**config.mk**
```make
export PLATFORM = sky130hd
export DESIGN_NAME = pixel_sink
export DESIGN_NICKNAME = d
export VERILOG_FILES = /design/src/rtl/pixel_sink_pkg.sv /design/src/rtl/pixel_fifo.sv /design/src/rtl/pixel_sink.sv
export SDC_FILE = /design/constraint.sdc
export NUM_CORES = 1
export LEC_CHECK = 0
export CAP_MARGIN = 20
export CORE_ASPECT_RATIO = 2
export CORE_MARGIN = 2
export CORE_UTILIZATION = 57
export CTS_CLUSTER_SIZE = 14
export DETAILED_ROUTE_END_ITERATION = 7
export GPL_TIMING_DRIVEN = 0
export PLACE_DENSITY = 0.8
export SLEW_MARGIN = 20
export SYNTH_ARGS = -nofsm -noshare
export SYNTH_HDL_FRONTEND = slang
export SYNTH_SLANG_ARGS = --single-unit
```
**constraint.sdc**
```tcl
create_clock -name pclk -period 4.9 [get_ports pclk]
set_input_delay 1.225 -clock pclk [delete_from_list [all_inputs] [get_ports pclk]]
set_output_delay 1.225 -clock pclk [all_outputs]
set_load 0.03 [all_outputs]
```
**src/rtl/pixel_sink_pkg.sv**
```systemverilog
// Shared types and constants for the pixel sink: FSM state encoding,
// memory port widths and the linear-address helper.
package pixel_sink_pkg;

    typedef enum logic [1:0] {
        IDLE,
        PIX_WRITE,
        CLR_WRITE
    } state_e;

    localparam int MEM_AW    = 19;
    localparam int MEM_DW    = 8;
    localparam int COORD_W   = 10;
    localparam int DEF_H_RES = 640;
    localparam int DEF_V_RES = 480;

    // Stride is always a parameter at the call site, so this folds into shift/add logic.
    function automatic logic [MEM_AW-1:0] linear_addr(input logic [COORD_W-1:0] x,
                                                      input logic [COORD_W-1:0] y,
                                                      input int unsigned        stride);
        logic [31:0] prod;
        prod = 32'(y) * stride + 32'(x);
        return prod[MEM_AW-1:0];
    endfunction

endpackage

```
**src/rtl/pixel_fifo.sv**
```systemverilog
// Small power-of-two FIFO holding queued pixel coordinates between the
// line drawer and the memory write FSM.
module pixel_fifo #(
    parameter int DEPTH = 4,
    parameter int WIDTH = 20
) (
    input  logic             clk,
    input  logic             rst_n,
    input  logic             push_i,
    input  logic             pop_i,
    input  logic [WIDTH-1:0] data_i,
    output logic [WIDTH-1:0] data_o,
    output logic             full_o,
    output logic             empty_o
);

    localparam int PW = $clog2(DEPTH);
    localparam int CW = PW + 1;

    logic [WIDTH-1:0] mem_q [DEPTH];
    logic [PW-1:0]    wr_ptr_q;
    logic [PW-1:0]    rd_ptr_q;
    logic [CW-1:0]    count_q;
    logic             do_push;
    logic             do_pop;

    assign full_o  = (count_q == CW'(DEPTH));
    assign empty_o = (count_q == '0);
    assign do_push = push_i && !full_o;
    assign do_pop  = pop_i && !empty_o;
    assign data_o  = mem_q[rd_ptr_q];

    // Pointers wrap naturally because DEPTH is a power of two.
    always_ff @(posedge clk or negedge rst_n) begin
        if (!rst_n) begin
            wr_ptr_q <= '0;
            rd_ptr_q <= '0;
            count_q  <= '0;
        end else begin
            if (do_push) wr_ptr_q <= wr_ptr_q + 1'b1;
            if (do_pop)  rd_ptr_q <= rd_ptr_q + 1'b1;
            case ({do_push, do_pop})
                2'b10:   count_q <= count_q + 1'b1;
                2'b01:   count_q <= count_q - 1'b1;
                default: count_q <= count_q;
            endcase
        end
    end

    always_ff @(posedge clk) begin
        if (do_push) mem_q[wr_ptr_q] <= data_i;
    end

endmodule

```
**src/rtl/pixel_sink.sv**
```systemverilog
// Pixel sink: queues drawer pixels and writes them to frame memory, and clears
// the whole frame on request. Define PIXEL_SINK_CLIP_EN to drop off-screen pixels.
module pixel_sink
    import pixel_sink_pkg::*;
#(
    parameter int                H_RES       = DEF_H_RES,
    parameter int                V_RES       = DEF_V_RES,
    parameter int                FIFO_DEPTH  = 4,
    parameter logic [MEM_DW-1:0] PIXEL_VALUE = 8'hFF
) (
    input  logic              pclk,
    input  logic              reset_l,
    input  logic              wr,
    input  logic [COORD_W-1:0] addr_x,
    input  logic [COORD_W-1:0] addr_y,
    output logic              wrready,
    input  logic              clr_go,
    output logic              clr_busy,
    output logic              mem_we,
    output logic [MEM_AW-1:0] mem_addr,
    output logic [MEM_DW-1:0] mem_data,
    input  logic              mem_ready
);

    localparam logic [MEM_AW-1:0] LAST_ADDR = MEM_AW'(H_RES * V_RES - 1);

    state_e              state_q, state_d;
    logic                mem_we_q, mem_we_d;
    logic [MEM_AW-1:0]   mem_addr_q, mem_addr_d;
    logic [MEM_DW-1:0]   mem_data_q, mem_data_d;
    logic                clr_busy_q, clr_busy_d;

    logic                fifo_push;
    logic                fifo_pop;
    logic                fifo_full;
    logic                fifo_empty;
    logic [2*COORD_W-1:0] fifo_head;
    logic                in_range;

`ifdef PIXEL_SINK_CLIP_EN
    assign in_range = (int'(addr_x) < H_RES) && (int'(addr_y) < V_RES);
`else
    assign in_range = 1'b1;
`endif

    assign wrready   = !fifo_full && !clr_busy_q;
    assign fifo_push = wr && wrready && in_range;

    pixel_fifo #(
        .DEPTH (FIFO_DEPTH),
        .WIDTH (2*COORD_W)
    ) u_fifo (
        .clk     (pclk),
        .rst_n   (reset_l),
        .push_i  (fifo_push),
        .pop_i   (fifo_pop),
        .data_i  ({addr_y, addr_x}),
        .data_o  (fifo_head),
        .full_o  (fifo_full),
        .empty_o (fifo_empty)
    );

    always_ff @(posedge pclk or negedge reset_l) begin
        if (!reset_l) begin
            state_q    <= IDLE;
            mem_we_q   <= 1'b0;
            mem_addr_q <= '0;
            mem_data_q <= '0;
            clr_busy_q <= 1'b0;
        end else begin
            state_q    <= state_d;
            mem_we_q   <= mem_we_d;
            mem_addr_q <= mem_addr_d;
            mem_data_q <= mem_data_d;
            clr_busy_q <= clr_busy_d;
        end
    end

    // Queued pixels always drain ahead of a pending clear.
    always_comb begin
        state_d    = state_q;
        mem_we_d   = mem_we_q;
        mem_addr_d = mem_addr_q;
        mem_data_d = mem_data_q;
        clr_busy_d = clr_busy_q;
        fifo_pop   = 1'b0;

        if (clr_go && !clr_busy_q) clr_busy_d = 1'b1;

        case (state_q)
            IDLE: begin
                if (!fifo_empty) begin
                    fifo_pop   = 1'b1;
                    state_d    = PIX_WRITE;
                    mem_we_d   = 1'b1;
                    mem_addr_d = linear_addr(fifo_head[COORD_W-1:0],
                                             fifo_head[2*COORD_W-1:COORD_W], H_RES);
                    mem_data_d = PIXEL_VALUE;
                end else if (clr_busy_q) begin
                    state_d    = CLR_WRITE;
                    mem_we_d   = 1'b1;
                    mem_addr_d = '0;
                    mem_data_d = '0;
                end
            end
            PIX_WRITE: begin
                if (mem_ready) begin
                    if (!fifo_empty) begin
                        fifo_pop   = 1'b1;
                        mem_addr_d = linear_addr(fifo_head[COORD_W-1:0],
                                                 fifo_head[2*COORD_W-1:COORD_W], H_RES);
                        mem_data_d = PIXEL_VALUE;
                    end else begin
                        state_d  = IDLE;
                        mem_we_d = 1'b0;
                    end
                end
            end
            CLR_WRITE: begin
                if (mem_ready) begin
                    if (mem_addr_q == LAST_ADDR) begin
                        state_d    = IDLE;
                        mem_we_d   = 1'b0;
                        clr_busy_d = 1'b0;
                    end else begin
                        mem_addr_d = mem_addr_q + 1'b1;
                    end
                end
            end
            default: begin
                state_d  = IDLE;
                mem_we_d = 1'b0;
            end
        endcase
    end

    assign clr_busy = clr_busy_q;
    assign mem_we   = mem_we_q;
    assign mem_addr = mem_addr_q;
    assign mem_data = mem_data_q;

endmodule

```
# Word level (Yosys, flattened, before mapping)
# Memories as Yosys holds them, arrays and structs flattened.
# Index checks and enable logic that the tools add are counted.
[word_totals] memories=1 ramBits=80 reg_bits=38 out_inout_bits=30 wordCells=81 inputBits=25
[mem_list] name="u_fifo.mem_q" depth=4 word_bits=20 read_ports=1 rd_ports_with_merged_regs=0 write_ports=1 line_no="pixel_fifo.sv:20" rtl="logic [WIDTH-1:0] mem_q [DEPTH];"
[op_classes] n_eq_ne=13 n_mul=1 mux=36 add_sub_neg=6 reduce_logical=16
[op_table] cell="19-bit 2-to-1 mux" count=6
[op_table] cell="19-bit one-hot mux with 3 select lines" count=1
[op_table] cell="8-bit 2-to-1 mux" count=4
[op_table] cell="19-bit by 1-bit adder with 19-bit output, second input constant" count=1
[op_table] cell="19-bit by 10-bit adder with 19-bit output" count=1
[op_table] cell="19-bit == test, second input constant" count=1
[op_table] cell="8-bit one-hot mux with 2 select lines" count=1
[op_table] cell="1-bit 2-to-1 mux" count=14
[op_table] cell="10-bit by 3-bit multiplier with 12-bit output, second input constant" count=1
[op_table] cell="2-bit 2-to-1 mux" count=6
[op_table] cell="2-bit inequality test, second input constant" count=6
[op_table] cell="2-bit one-hot mux with 3 select lines" count=1
[op_table] cell="3-bit one-hot mux with 2 select lines" count=1
[op_table] cell="6-bit AND reduction" count=1
[op_table] cell="1-bit logical AND" count=5
[op_table] cell="5-bit AND reduction" count=1
[op_table] cell="2-bit by 1-bit adder with 2-bit output, second input constant" count=2
[op_table] cell="2-bit by 1-bit == test with 1-bit output, second input constant" count=2
[op_table] cell="2-bit == test, second input constant" count=2
[op_table] cell="4-bit AND reduction" count=1
[op_table] cell="2-bit nonzero test" count=2
[op_table] cell="3-bit by 1-bit adder with 3-bit output, second input constant" count=1
[op_table] cell="3-bit == test, second input constant" count=1
[op_table] cell="1-bit logical NOT" count=3
[op_table] cell="7 further kinds" count=7

# Logic depth before layout (Yosys ltp)
[logic_depth] ltp_word=7 depth_mapped=13 mapped_depth_nobuf=11

# Modules after synthesis
# Synthesis repeated with hierarchy kept, for this count alone.
[unflattened] cells_unflattened=409 area_unflattened_um2=5577.8
[by_module_without_submodules] mod="pixel_fifo" cells_each=141 area_each_um2=3331.9 seq_area_each_um2=2577.5 n_inst=1
[by_module_without_submodules] mod="pixel_sink" cells_each=268 area_each_um2=2245.9 seq_area_each_um2=600.6 n_inst=1

# Worst setup path after synthesis
# Ideal clock, no wire load.
[synth_timing] kind="reg2reg" from="register u_fifo.rd_ptr_q[0]" to="register mem_addr_q[18] (netlist: mem_addr[18])" path_stages_with_launch=14 required_ns=4.772 path_slack_ns=0.991 period_less_slack_ns=3.909 path_buffers=2 setup_time_ns=0.128 arrival_time_ns=3.781 path_cell_list="dfrtp_1 buf_2 buf_2 mux4_2 ha_1 ha_1 fa_1 a21o_1 a2111o_1 a21o_1 a21oi_1 xnor2_1 xnor2_1 o22ai_1"
[synth_via] elab_chain_cells=6 elab_cells_between_ends=7 cone_classes="add/sub: 1; mul: 1; mux: 4; memory: 1"
[synth_lines] item="start: declaration" line_no="pixel_fifo.sv:22" rtl="logic [PW-1:0] rd_ptr_q;"
[synth_lines] item="start signal: assignment" line_no="pixel_fifo.sv:41" rtl="if (do_pop) rd_ptr_q <= rd_ptr_q + 1'b1;"
[synth_lines] item="memory read 4 x 20 bit (*)"
[synth_lines] item="10-bit by 3-bit multiplier with 12-bit output" line_no="pixel_sink_pkg.sv:22" rtl="prod = 32'(y) * stride + 32'(x);"
[synth_lines] item="19-bit by 10-bit adder with 19-bit output (*)" line_no="pixel_sink_pkg.sv:22"
[synth_lines] item="19-bit 2-to-1 mux" line_no="pixel_sink.sv:108" rtl="if (!fifo_empty) begin"
[synth_lines] item="19-bit 2-to-1 mux" line_no="pixel_sink.sv:107" rtl="if (mem_ready) begin"
[synth_lines] item="19-bit one-hot mux with 3 select lines (*)" line_no="pixel_sink.sv:90" rtl="case (state_q)"
[synth_lines] item="end signal: assignment" line_no="pixel_sink.sv:73" rtl="mem_addr_q <= mem_addr_d;"
[synth_lines] item="end: declaration" line_no="pixel_sink.sv:29" rtl="logic [MEM_AW-1:0] mem_addr_q, mem_addr_d;"
# Mark *: on every way between the ends. The rest lies on a longest branch, timed or not. The select of a mux whose other input is x is not followed.
# A chain may end at the register's enable or synchronous reset.

# Final worst setup path
[layout_timing] from="register u_fifo.rd_ptr_q[1]" to="register mem_addr_q[18] (netlist: mem_addr[18])"
# Same word-level chain as after synthesis.

==> reports/qor.csv <==
metric,value,unit
ordered cell list for the critical path,buf_1 -> clkbuf_1 -> mux4_2 -> ha_1 -> ha_1 -> fa_1 -> a21o_1 -> a2111o_1 -> a21o_1 -> a21oi_1 -> xnor2_1 -> xnor2_1 -> o22ai_1,
total grt overflow,0,
crit-path max cell delay,0.52,ns
"CP delay by family, top",compound AO/OA/AOI/OAI gates,
largest family of logic cells by synthesized area,compound AO/OA/AOI/OAI gates,
status,completed,
Synth Area in Compound Gates,0.0957,
minimum clock period,4.36,ns
IO Port Bufs,54,
vias in the first global route,3589,
CTS tree,yes,
critical path buffer and inverter count,2,
Max IR drop VDD,0.000402,V
final setup violation count,0,
layout filler cell count,673,
WS Path Type,reg2reg,
design area,0.00648,sq mm
Final Hold Viols,0,
Min-Delay Path Class,reg2reg,
ratio of cells with drive above 1 in the final layout,0.117,
leakage,2.41,nW
routing usage on met3,0.0332,
Power Total,4.69,mW
initial antenna violation count,0,
Post-Synthesis Cells,406,
DRT Pass-1 Iters,4,
Critical Path End Type,flop,
mapped cell area,0.00549,sq mm
Placed Instance Area,0.00618,sq mm
Initial DRC Count,240,
Detail Placement HPWL,8010,um
Post-synth EDFFs,80,
Synthesis Warnings,0,
DIE AREA,0.0105,sq mm
M2 GR Usage,0.416,
Clock Latency Late Sink,0.34,ns
post-route ant nets,0,
Diodes inserted,0,
CP Data Arrival Time,4.58,ns
GRT busiest layer,met2,
CTS Hold Bufs,0,
Max Slew Vio Count,0,
"most common cell after layout, fill and taps aside",edfxtp_1,
actual slew at the worst max-slew pin,1.07,ns
post-CTS resize count,0,
postcts setup bufs,0,
DRC Markers,0,
Post-Syn Nets,463,
num ports,55,
final net count,529,
crit-path max FO,10,
Yosys reg bits,111,
"Primary FF master, synth",edfxtp_1,
TritonCTS Buffers,9,
vias,3534,
Relative slew margins,0.284,
simple-gate portion of the synthesized area,0.0950,
register area share after synthesis,0.579,
GR Util met1,0.239,
clock buffer depth,2,
CP max-delay cell,clkbuf_1,
Synth Area per Inst,13.5,sq um
unrepaired setup endpoints after global routing,no,
Die H,143,um
CTS H-tree depth,3,
Synth Area in XOR/XNOR,0.0335,
Fin Clk Skew,0.00778,ns
Root Buffer,clkbuf_16,
row cnt,50,
clk sink count,111,
Initial Util,0.585,
most frequent cells in the layout,"edfxtp_1, clkdlybuf4s50_1, o21ai_0, dfrtp_1, ha_1",
per-cell routed wire length,18.5,um
area grow syn2layout,18.0,%
crit share post-route,0.889,
vias per cell,6.08,
asr flop ratio synth,0.279,
CP startpoint kind,flop,
Required @ worst endpoint,5.12,ns
mux share of post-synthesis cell area,0.0941,
Global Route Usage Sum,0.222,
power per cell area,723,mW/mm^2
core area,0.00938,sq mm
final WL,10800,um
distinct cell type count after synthesis,53,
clock edge transition at the registers on the reported setup and hold paths,0.07,ns
Die X,73.4,um
GP Congestion,0.920,
first-pass GRT wire length,17500,um
setup_tns,0,ns
adder-cell share of the synthesized area,0.0770,
Max Cap Viol,0,
pin count of the biggest net entering global routing,21,
FMAX,230,MHz
[stage by stage]
| step | setup WS, ns | utilization | hold slack, ns | cells |
|---|---|---|---|---|
| 3_3_place_gp | 0.543 | 0.657 | 0.501 | 564 |
| 2_1_floorplan | 0.991 | - | 0.478 | 406 |
| 4_1_cts | 0.500 | 0.690 | 0.531 | 581 |
| 5_1_grt | 0.233 | 0.690 | 0.537 | 581 |
| 6_report | 0.543 | 0.690 | 0.520 | 581 |
| 3_5_place_dp | 0.530 | 0.659 | 0.514 | 565 |
[per-layer routing]
layer  vias to the layer above  wire length [um]
met4                         0               241
met3                        17               372
met1                      1720              4040
met5                         -                 0
met2                       120              6110
li1                       1677                 -
[synth_stat cells (10+ instances only)]
| library cell | instances | area share |
|---|---|---|
| a21oi_1 | 22 | 0.020 |
| a31oi_1 | 11 | 0.013 |
| and3_1 | 10 | 0.011 |
| dfrtp_1 | 31 | 0.14 |
| edfxtp_1 | 80 | 0.44 |
| ha_1 | 29 | 0.066 |
| inv_1 | 11 | 0.0075 |
| mux4_2 | 20 | 0.082 |
| nand2_1 | 21 | 0.014 |
| nor2_1 | 22 | 0.015 |
| nor3_1 | 10 | 0.0091 |
| o21ai_0 | 32 | 0.029 |
| xnor2_1 | 14 | 0.022 |
[logic make-up (layout without fill, tap and decap cells)]
family,count (synthesis),in the layout
xor gates and xnor gates,21,21
DFF,111,111
AOI/OAI and AO/OA,88,88
and+or+nand+nor,99,99
buffers and inverters,29,100
muxes,26,26
adders and majority gates,32,32
[where the power goes]
group	switching, mW	total, mW	internal [mW]
Sequential	0.153	1.30	1.15
Combinational	1.46	2.68	1.22
Clock	0.322	0.703	0.380
[layout make-up]
| type | instances | area (sq um) | share of cell area |
|---|---|---|---|
| inverters | 11 | 41.3 | 0.00637 |
| multi-input cells | 266 | 2170 | 0.335 |
| flip-flops and latches | 111 | 3180 | 0.491 |
| clock buffers | 12 | 256 | 0.0396 |
| plain buffers | 18 | 101 | 0.0156 |
| clock inverters | 4 | 37.5 | 0.00579 |
| well taps | 104 | 130 | 0.0201 |
| repair buffers | 55 | 563 | 0.0869 |
[registers in the layout, summed over array words and instances (netlist names)]
signal,count
u_fifo.wr_ptr_q,2
mem_addr,19
state_q,2
clr_busy,1
u_fifo.rd_ptr_q,2
mem_data,1
mem_we,1
u_fifo.count_q,3
u_fifo.mem_q,80
[path summary, 6_finish.rpt]
check | from | to | slack [ns] | cells after the start
worst max-delay path | u_fifo.rd_ptr_q[1] | mem_addr[18] | 0.54 | 13
worst max register to register | u_fifo.rd_ptr_q[1] | mem_addr[18] | 0.54 | 13
max in group asynchronous | reset_l | mem_addr[17] | 3.71 | 2
worst min-delay path | mem_we | mem_we | 0.52 | 1
worst min register to register | mem_we | mem_we | 0.52 | 1
min in group asynchronous | reset_l | mem_addr[2] | 0.78 | 1
[worst reg2reg max path, cell delays in order, from the launching register on]
cell and delay (ns):
dfrtp_1 0.40, buf_1 0.49, clkbuf_1 0.53, mux4_2 0.50
ha_1 0.32, ha_1 0.23, fa_1 0.41, a21o_1 0.19
a2111o_1 0.40, a21o_1 0.19, a21oi_1 0.18, xnor2_1 0.16
xnor2_1 0.15, o22ai_1 0.10
No activity file was read; power rests on OpenSTA's default activity.
